[config.mk]
export PLATFORM = sky130hd
export DESIGN_NAME = autoscale_restore
export DESIGN_NICKNAME = d
export VERILOG_FILES = /design/src/rtl/autoscale_pkg.sv /design/src/rtl/shift_tag_fifo.sv /design/src/rtl/autoscale_restore.sv
export SDC_FILE = /design/constraint.sdc
export NUM_CORES = 1
export LEC_CHECK = 0
export ABC_AREA = 0
export BUFFER_PORTS_ARGS = -buffer_cell sky130_fd_sc_hd__buf_4
export CORE_MARGIN = 2
export CORE_UTILIZATION = 45
export DETAILED_ROUTE_END_ITERATION = 10
export GPL_TIMING_DRIVEN = 0
export PLACE_DENSITY = 0.72
export SLEW_MARGIN = 20
export SYNTH_ARGS = -nofsm -noshare
export SYNTH_HDL_FRONTEND = slang
export SYNTH_HIERARCHICAL = 1
export SYNTH_SLANG_ARGS = --single-unit
export TNS_END_PERCENT = 100
[constraint.sdc]
create_clock -name clk -period 4.4 [get_ports clk]
set_input_delay 0 -clock clk [delete_from_list [all_inputs] [get_ports clk]]
set_output_delay 0 -clock clk [all_outputs]
set_load 0.005 [all_outputs]
[src/rtl/autoscale_pkg.sv]
// Shared definitions for the CORDIC input autoscaler and its inverse
// (autoscale_restore): shift-width derivation, restore latency and the
// shift-tag type carried between them.
package autoscale_pkg;

    // Cycles from din_valid to dout_valid in autoscale_restore.
    localparam int RESTORE_LATENCY = 2;

    // Data width the autoscaler normalises; sets the default tag width.
    localparam int AUTOSCALE_DATA_WIDTH = 32;

    // Bits needed to encode any left-shift of a data_width-bit word.
    function automatic int shift_width_for(input int data_width);
        return (data_width > 1) ? $clog2(data_width) : 1;
    endfunction

    localparam int SHIFT_TAG_WIDTH = shift_width_for(AUTOSCALE_DATA_WIDTH);

    typedef logic [SHIFT_TAG_WIDTH-1:0] shift_tag_t;

endpackage

[src/rtl/shift_tag_fifo.sv]
// In-order FIFO of autoscaler shift tags. A push is refused while the FIFO
// is full, and a pop is refused while it is empty. Each refusal sets a
// sticky flag that only reset clears. There is no bypass path: a pop on an
// empty FIFO never sees a push made in the same cycle.
module shift_tag_fifo #(
    parameter  int WIDTH = 5,
    parameter  int DEPTH = 16,
    localparam int AW    = $clog2(DEPTH)
) (
    input  logic             clk,
    input  logic             rst_n,
    input  logic             push,
    input  logic [WIDTH-1:0] push_data,
    input  logic             pop,
    output logic [WIDTH-1:0] pop_data,
    output logic             full,
    output logic             empty,
    output logic [AW:0]      count,
    output logic             overflow,
    output logic             underflow
);

    logic [WIDTH-1:0] mem [DEPTH];
    logic [AW-1:0]    wr_ptr;
    logic [AW-1:0]    rd_ptr;
    logic             push_ok;
    logic             pop_ok;

    assign full     = (count == (AW+1)'(DEPTH));
    assign empty    = (count == '0);
    assign push_ok  = push && !full;
    assign pop_ok   = pop && !empty;
    assign pop_data = mem[rd_ptr];

    // Tag storage; contents are meaningless while count is zero, so no reset.
    always_ff @(posedge clk) begin
        if (push_ok) begin
            mem[wr_ptr] <= push_data;
        end
    end

    // Pointers wrap naturally because DEPTH is a power of two.
    always_ff @(posedge clk) begin
        if (!rst_n) begin
            wr_ptr    <= '0;
            rd_ptr    <= '0;
            count     <= '0;
            overflow  <= 1'b0;
            underflow <= 1'b0;
        end else begin
            if (push_ok) begin
                wr_ptr <= wr_ptr + AW'(1);
            end
            if (pop_ok) begin
                rd_ptr <= rd_ptr + AW'(1);
            end
            case ({push_ok, pop_ok})
                2'b10:   count <= count + (AW+1)'(1);
                2'b01:   count <= count - (AW+1)'(1);
                default: count <= count;
            endcase
            if (push && full) begin
                overflow <= 1'b1;
            end
            if (pop && empty) begin
                underflow <= 1'b1;
            end
        end
    end

endmodule

[src/rtl/autoscale_restore.sv]
// Undoes the CORDIC input autoscaler. Each shift applied by the autoscaler
// is queued as a tag. When the matching downstream result arrives, it is
// shifted right by that same amount. The latency from din_valid to
// dout_valid is fixed at two cycles.
// Build option AUTOSCALE_RESTORE_ROUND_EN selects round-half-up. When it is
// not defined, the shift truncates.
module autoscale_restore
    import autoscale_pkg::*;
#(
    parameter  int DIN_WIDTH   = 32,
    parameter  int SHIFT_WIDTH = shift_width_for(DIN_WIDTH),
    parameter  int FIFO_DEPTH  = 16,
    localparam int CW          = $clog2(FIFO_DEPTH) + 1
) (
    input  logic                   clk,
    input  logic                   rst_n,
    input  logic [SHIFT_WIDTH-1:0] shift_in,
    input  logic                   shift_valid,
    input  logic [DIN_WIDTH-1:0]   din,
    input  logic                   din_valid,
    output logic [DIN_WIDTH-1:0]   dout,
    output logic                   dout_valid,
    output logic [CW-1:0]          tag_count,
    output logic                   overflow,
    output logic                   underflow
);

    logic [SHIFT_WIDTH-1:0] fifo_data;
    logic                   fifo_full;
    logic                   fifo_empty;
    logic [SHIFT_WIDTH-1:0] pop_tag;

    logic                   s1_valid;
    logic [DIN_WIDTH-1:0]   s1_din;
    logic [SHIFT_WIDTH-1:0] s1_shift;
    logic [DIN_WIDTH-1:0]   shifted;
`ifdef AUTOSCALE_RESTORE_ROUND_EN
    logic [DIN_WIDTH:0]     round_sum;
`endif

    shift_tag_fifo #(
        .WIDTH (SHIFT_WIDTH),
        .DEPTH (FIFO_DEPTH)
    ) u_tag_fifo (
        .clk       (clk),
        .rst_n     (rst_n),
        .push      (shift_valid),
        .push_data (shift_in),
        .pop       (din_valid),
        .pop_data  (fifo_data),
        .full      (fifo_full),
        .empty     (fifo_empty),
        .count     (tag_count),
        .overflow  (overflow),
        .underflow (underflow)
    );

    // An underflowing sample still goes through, with no shift applied.
    assign pop_tag = fifo_empty ? '0 : fifo_data;

    // Stage 1: capture the sample together with the tag it pops.
    always_ff @(posedge clk) begin
        if (!rst_n) begin
            s1_valid <= 1'b0;
            s1_din   <= '0;
            s1_shift <= '0;
        end else begin
            s1_valid <= din_valid;
            if (din_valid) begin
                s1_din   <= din;
                s1_shift <= pop_tag;
            end
        end
    end

    // Descale shifter. With rounding, half an LSB of the result is added
    // at DIN_WIDTH+1 bits before the shift, so the sum cannot wrap.
    always_comb begin
        shifted = '0;
`ifdef AUTOSCALE_RESTORE_ROUND_EN
        round_sum = '0;
`endif
        if (int'(s1_shift) > DIN_WIDTH - 1) begin
            shifted = '0;
        end else if (s1_shift == '0) begin
            shifted = s1_din;
        end else begin
`ifdef AUTOSCALE_RESTORE_ROUND_EN
            round_sum = {1'b0, s1_din}
                      + ((DIN_WIDTH+1)'(1) << (s1_shift - SHIFT_WIDTH'(1)));
            shifted   = DIN_WIDTH'(round_sum >> s1_shift);
`else
            shifted   = s1_din >> s1_shift;
`endif
        end
    end

    // Stage 2: register the result. dout holds its value between samples.
    always_ff @(posedge clk) begin
        if (!rst_n) begin
            dout       <= '0;
            dout_valid <= 1'b0;
        end else begin
            dout_valid <= s1_valid;
            if (s1_valid) begin
                dout <= shifted;
            end
        end
    end

endmodule
==> results of run 1 <==
## kinds of logic after synthesis
logic type      after synthesis
simple gates                218
flops                       170
compound gates              135
mux                         123
buf+inv                      73
fa+ha+maj                     8
xor+xnor                      6
## area by class of cell
| class | count | share of cell area |
|---|---|---|
| Clock inverter | 15 | 0.01853 |
| Sequential cell | 170 | 0.3941 |
| Timing Repair Buffer | 120 | 0.09383 |
| Clock buffer | 17 | 0.03988 |
| Buffer | 62 | 0.03390 |
| Multi-Input combinational cell | 490 | 0.3854 |
| Inverter | 11 | 0.003871 |
| Tap cell | 260 | 0.03050 |
## layer usage
layer | GRT usage | vias up
li1 | - | 3068
met1 | 0.3366 | 3306
met2 | 0.3944 | 313
met3 | 0.06405 | 56
met4 | 0.09484 | 0
met5 | 0 | -
## worst register-to-register path, delay by kind of cell, from the launching register on
family / cells / cell delay, ns
flops: 1 / 0.32
buf+inv: 5 / 0.76
compound gates: 2 / 0.43
simple gates: 4 / 0.78
xor+xnor: 1 / 0.19
fa+ha+maj: 2 / 0.38
## sequential cells by signal, summed over array words and instances (netlist names), named ones only
| signal | flops |
|---|---|
| u_tag_fifo/rd_ptr | 4 |
| u_tag_fifo/count | 5 |
| s1_valid | 1 |
| u_tag_fifo/wr_ptr | 4 |
| dout | 32 |
| s1_din | 32 |
| dout_valid | 1 |
| u_tag_fifo/underflow | 1 |
| u_tag_fifo/overflow | 1 |
| s1_shift | 5 |
| u_tag_fifo/mem | 80 |
## how the worst max path moves through the flow
stage                                   start             endpoint  slack, ns  cells after the start
after floorplan           u_tag_fifo/count[1]  u_tag_fifo/count[4]       1.65                     14
after global placement    u_tag_fifo/count[1]  u_tag_fifo/count[4]       1.44                     14
after detailed placement  u_tag_fifo/count[1]  u_tag_fifo/count[4]       1.41                     14
after CTS                 u_tag_fifo/count[1]  u_tag_fifo/count[4]       1.40                     14
after global routing      u_tag_fifo/count[1]  u_tag_fifo/count[4]       1.18                     14
final                     u_tag_fifo/count[1]  u_tag_fifo/count[4]       1.40                     14
## power by group through the flow
stage / combinational [mW] / sequential (mW) / clock [mW]
after floorplan: 1.39 / 1.88 / 0
after global placement: 1.93 / 1.91 / 0
after detailed placement: 1.94 / 1.91 / 0
after CTS: 1.97 / 1.88 / 1.60
after global routing: 2.16 / 1.89 / 1.66
final: 2.01 / 1.88 / 1.57
## timing repair
action                    CTS  global route
hold endpoints to repair  116             0
hold buffers               40             0
setup buffers               0             0
gates resized for setup     0             0
## synth_stat cells (all sizes together) (6+ instances only)
master,n,area [um2]
a21oi,20,100.1
a221oi,6,52.55
a22oi,13,97.59
a31oi,9,56.30
and2,13,81.33
buf,38,271.5
clkbuf,24,90.09
dfxtp,90,1802
edfxtp,80,2402
ha,8,100.1
inv,11,41.29
mux2,14,157.7
mux2i,56,560.5
mux4,53,1231
nand2,48,180.2
nand2b,7,43.79
nand3,14,70.07
nor2,80,300.3
nor2b,14,87.58
nor3,17,101.4
o211ai,10,85.08
o21a,7,52.55
o21ai,29,160.2
o22ai,6,37.54
==> implementation parameters, run 1 <==
Parameter                              Value

Outcome
  Result of the run    finished clean

Timing
  Number of pins with negative max-slew slack in the final report    0
  Peak clock frequency supported by timing    333.8 MHz
  Worst Hold Margin    0.3406 ns
  Fraction of the cycle the final worst path needs    0.6809
  Final critical path time including I/O delays and setup    2.996 ns
  Number of failing setup endpoints in the final timing report    0
  Post-route clock skew    0.009196 ns
  Worst-Margin Slew    1.080 ns
  Setup tns final    0 ns
  Min setup slack post-route    1.404 ns
  Worst slew margin relative to its limit    0.2746
  Final Hold Violating Endpoints    0
  RSZ-0062 raised after global routing    false

Logic synthesis
  Post-Synthesis Cells    733
  Combinational family with the most area after synthesis    multiplexers
  Mean area per synthesized cell    11.89 um2
  Sequential cell area fraction in the yosys report    0.4822
  Simple-gate share of the synthesized area    0.1214
  Synth Area in Compound Gates    0.1091
  Area of the mapped netlist    0.008718 mm2
  Post-synthesis share of cell area spent on full adders, half adders and majority gates    0.01148
  Share of cell area taken by muxes after synthesis    0.2236
  Synth Flop Type    dfxtp_1
  Synth warnings    6
  Flip-flop and latch count after synthesis    170
  Net Count, Synth    782
  XOR/XNOR share of the synthesized area    0.006028
  Post-synth cell types    69
  Proportion of register bits with asynchronous set or reset after synthesis    0
  Number of enable-type register cells in the synthesized netlist    80

Global routing
  Wire length of the first global-routing pass    38260 um
  Initial antenna violation count    0
  Number of global-route vias before repair    6666
  Maximum number of pins on one net before global-route repair    21
  Remaining global-route overflow    0
  Global router's overall resource usage    0.2512

Min path
  Hold endpoint    s1_din[1]
  Path category of the worst min-delay check    in2reg
  Number of cells on the worst hold path    4
  Startpoint of the lowest-slack hold path    din[1]

Routing
  WL final    24690 um
  Top Layer Used    met4
  Detailed route wirelength on metal2    11550 um
  Drt pass-1 iters    5
  DRC marker count from the first detailed-route iteration    728
  Final ANT Viol Nets    0
  Vias post-DR    6743
  DR WL/cell    21.56 um
  Per-cell via count in the routed design    5.889
  Met1 layer wirelength in the final routing    10710 um
  Detail Route met3 WL    1706 um
  DRC violation count after routing    0

Setup path
  Slack of the worst reg-to-reg path    1.40 ns
  Worst path bufs/invs    5
  Slowest cell on the critical path    or4_4
  Data required time of the critical path    4.72 ns
  Path type of the worst setup path    reg2reg
  Number of cells on the worst reg-to-reg path    14
  Largest fanout on the critical path    10
  Kind of end point of the critical path    register
  Worst path cell trace    buf_6 > or4_4 > buf_6 > o21a_1 > buf_6 > inv_2 > ha_1 > clkbuf_1 > xor2_1 > ha_1 > nand2_1 > o21ai_0 > or3_1 > nand4_1
  CP most frequent cell    buf_6
  Data arrival, critical path    3.31 ns
  Critical path startpoint category    register
  Destination of the worst register-to-register timing path    u_tag_fifo/count[4]
  Delay contributed by the slowest stage of the critical path    0.48 ns
  Crit Reg-Reg Startpoint    u_tag_fifo/count[1]
  CP delay by family, top    simple AND/OR/NAND/NOR gates

Pwr
  Power per cell area    512.1 mW/mm2
  Total power draw    5.463 mW
  Power Internal    3.487 mW
  Clock group share of total power    0.288
  Peak supply drop    0.3578 mV
  Switching power summed over all nets    1.976 mW
  Static leakage power    4.010 nW
  Logic gate share of total power    0.368
  Proportion of power drawn by flip-flops and latches    0.343
  Switching power as a share of total power    0.3617

Layout
  Fin cells    1145
  Reg area    0.004204 mm2
  Final design instance area without fill    0.01067 mm2
  Commonest cells after routing, fill and taps aside    dfxtp_1, buf_4, nor2_1, edfxtp_1, mux2i_1
  Antenna diode count    0
  Layout area overhead    22.36%
  Fraction of layout instances using a drive strength above 1    0.2407
  Most frequent standard cell in the layout excluding fill and tap cells    dfxtp_1
  Share of the core filled with cells    0.5665
  Area of combinational cells with multiple inputs    0.004111 mm2
  Net count reported at finish    921
  Total of fill cells in the finished design    1582

Floorplanning
  Starting density of the core    0.4630
  I/O pin count    81
  Die ar.    0.02050 mm2
  Die boundary width    143.2 um
  Die outline height    143.2 um
  Cell Rows    50
  Core Box Area    0.01883 mm2

Clocking
  Clock input transition at the sequential cells of the worst setup and hold paths    0.07 ns
  CTS tree    done
  Clock Sink Count    170
  CTS Buf Count    17
  Maximum clock path buffer count    2
  CTS Root Cell    clkbuf_16
  H-tree lvl count    4
  Clk_lat worst skew    0.44 ns

Place
  Number of port buffers    80
  Final weighted congestion in routability-driven placement    0.9751
  Instance count after placement with tap cells included    1073
  Worst setup timing slack at the placement stage    1.410 ns
  Instance area at placement    0.009644 mm2
  Half-perimeter wire length after detailed placement    17230 um

Run
  Max-capacitance violation count    0
No activity file was read; power rests on OpenSTA's default activity.
==> inputs of run 2 (changes only) <==
--- a/config.mk
+++ b/config.mk
@@ -11,7 +11,7 @@
 export CORE_UTILIZATION = 45
 export DETAILED_ROUTE_END_ITERATION = 10
 export GPL_TIMING_DRIVEN = 0
-export PLACE_DENSITY = 0.72
+export PLACE_DENSITY = 0.75
 export SLEW_MARGIN = 20
 export SYNTH_ARGS = -nofsm -noshare
 export SYNTH_HDL_FRONTEND = slang
==> constraint.sdc (replaced) <==
create_clock -name clk -period 2.6 [get_ports clk]
set_input_delay 0 -clock clk [delete_from_list [all_inputs] [get_ports clk]]
set_output_delay 0 -clock clk [all_outputs]
set_load 0.005 [all_outputs]
==> run 2 against run 1 <==
Against the previous run: clock skew grew 0.0039 ns; critical path type unchanged; wire length grew 1.1%; worst setup slack got worse by 1.3 ns.
==> implementation parameters, run 2 (same netlist as run 1, synthesis figures left out) <==
Parameter                              Value

Outcome
  Result of the run    finished clean

Clocking
  CTS Root Cell    clkbuf_16
  H-tree lvl count    4
  Clock input transition at the sequential cells of the worst setup and hold paths    0.08 ns
  CTS Buf Count    17
  Clock Sink Count    170
  Maximum clock path buffer count    2
  CTS tree    done
  Clk_lat worst skew    0.44 ns

Timing
  Min setup slack post-route    0.06732 ns
  Peak clock frequency supported by timing    394.8 MHz
  Worst slew margin relative to its limit    0.4025
  Fraction of the cycle the final worst path needs    0.9741
  Final Hold Violating Endpoints    0
  Number of failing setup endpoints in the final timing report    0
  Post-route clock skew    0.01306 ns
  Worst-Margin Slew    0.8963 ns
  RSZ-0062 raised after global routing    true
  Final critical path time including I/O delays and setup    2.533 ns
  Number of pins with negative max-slew slack in the final report    0

Layout
  Antenna diode count    0
  Largest register FFs    80
  Total of fill cells in the finished design    1533
  Fraction of layout instances using a drive strength above 1    0.2623
  Net count reported at finish    928
  Largest Register    u_tag_fifo/mem
  Final design instance area without fill    0.01081 mm2
  Commonest cells after routing, fill and taps aside    buf_4, dfxtp_1, nor2_1, edfxtp_1, mux2i_1
  Share of the core filled with cells    0.5743
  Layout area overhead    24.04%
  Most frequent standard cell in the layout excluding fill and tap cells    buf_4
  Biggest regs    u_tag_fifo/mem: 80 flops, dout: 32 flops, s1_din: 32 flops

Global routing
  Met3 track demand over resource    0.06372
  Maximum number of pins on one net before global-route repair    24
  Grt met2 use    0.4012
  Initial antenna violation count    0
  Number of global-route vias before repair    6679
  Global routing's busiest layer    met2
  Met1 demand-to-capacity share in global routing    0.3216
  Remaining global-route overflow    0
  Global router's overall resource usage    0.2499
  Wire length of the first global-routing pass    38070 um

Pwr
  Power Internal    5.941 mW
  Static leakage power    4.062 nW
  Peak supply drop    0.6632 mV
  Total power draw    9.423 mW
  Power per cell area    871.4 mW/mm2
  Logic gate share of total power    0.372
  Switching power summed over all nets    3.482 mW
  Switching power as a share of total power    0.3695
  Clock group share of total power    0.290
  Proportion of power drawn by flip-flops and latches    0.338

Routing
  Vias post-DR    6765
  Drt pass-1 iters    6
  DRC marker count from the first detailed-route iteration    666
  DR WL/cell    21.66 um
  WL final    24950 um
  DRC violation count after routing    0
  Final ANT Viol Nets    0
  Per-cell via count in the routed design    5.872

Setup path
  Slowest cell on the critical path    or4_4
  Number of cells on the worst reg-to-reg path    12
  Kind of end point of the critical path    register
  Critical path depth    12
  Data arrival, critical path    2.85 ns
  Delay contributed by the slowest stage of the critical path    0.58 ns
  Data required time of the critical path    2.92 ns
  Worst path cell trace    or4_4 > o21a_1 > buf_6 > inv_4 > ha_4 > buf_8 > xor2_1 > ha_2 > nand2_2 > o21ai_2 > or3_1 > nand4_1
  Largest fanout on the critical path    5
  Critical path startpoint category    register
  CP delay by family, top    simple AND/OR/NAND/NOR gates
  Path type of the worst setup path    reg2reg
  Worst path bufs/invs    3

Min path
  Path category of the worst min-delay check    in2reg
  Number of cells on the worst hold path    4

Place
  Final weighted congestion in routability-driven placement    1.008
  Half-perimeter wire length after detailed placement    17480 um
  Instance area at placement    0.009666 mm2
  Worst setup timing slack at the placement stage    -0.1788 ns
  Number of port buffers    80

Floorplanning
  Cell Rows    50
  Die outline height    143.2 um
  Die boundary width    143.2 um
  Core Box Area    0.01883 mm2
  I/O pin count    81
  Starting density of the core    0.4630
  Die ar.    0.02050 mm2

Run
  Max-capacitance violation count    0
## run 2: cell types whose count changed in the layout (fill, tap and decap cells not counted), moves of 2 or more
cell | before | now
buf_4 | 81 | 90
buf_6 | 12 | 10
clkbuf_1 | 24 | 22
dfxtp_1 | 90 | 87
dfxtp_2 | 0 | 2
ha_1 | 8 | 6
inv_12 | 1 | 8
inv_6 | 4 | 0
inv_8 | 6 | 3
## run 2: power groups by stage
stage / Combinational, mW / Sequential (mW) / Clock, mW
floorplan: 2.36 / 3.19 / 0
global placement: 3.28 / 3.22 / 0
detailed placement: 3.29 / 3.23 / 0
CTS: 3.38 / 3.17 / 2.77
global route: 3.76 / 3.21 / 2.87
finish: 3.50 / 3.18 / 2.74
## run 2: through the flow
stage               hold WS, ns  TNS (ns)  instances
CTS                      0.3337         0       1147
detailed placement       0.2425   -0.3530       1073
floorplan               0.09887         0        733
global placement         0.2340   -0.2543       1073
global route             0.3616  -0.05572       1152
finish                   0.3412         0       1152
## run 2: what timing repair did
action / 4_1_cts / 5_1_grt
setup endpoints to repair: 3 / 4
pin swaps: 6 / 9
gates resized for setup: 4 / 11
endpoints found under the hold margin: 115 / 0
hold buffers: 40 / 0
buffers inserted: 3 / 6
## run 2: final timing paths
check | slack, ns | from | to
worst min register to register | 0.45 | dout[13] | dout[13]
worst max register to register | 0.07 | u_tag_fifo/count[1] | u_tag_fifo/count[4]
worst max-delay path | 0.07 | u_tag_fifo/count[1] | u_tag_fifo/count[4]
worst min-delay path | 0.34 | din[4] | s1_din[4]
## run 2: tightest hold or removal path: stages
cell,delay (ns)
dlygate4sd3_1,0.52
buf_4,0.10
mux2i_1,0.05
nor2_1,0.07
## run 2: layout make-up
cell class | count | area (um2) | area share
buffer | 60 | 351.6 | 0.03251
clock buffer | 17 | 425.4 | 0.03934
clock inverter | 15 | 229.0 | 0.02117
inverter | 11 | 43.79 | 0.004050
multi-input combinational | 490 | 4160 | 0.3847
sequential | 170 | 4210 | 0.3893
tap | 260 | 325.3 | 0.03008
timing repair buffer | 129 | 1069 | 0.09881
## run 2: metal layers
layer,vias up,part of all wire,wire length (um)
met5,-,0,0
met4,0,0.033,820
met3,70,0.084,2105
met2,349,0.48,11940
met1,3267,0.40,10090
li1,3079,-,-
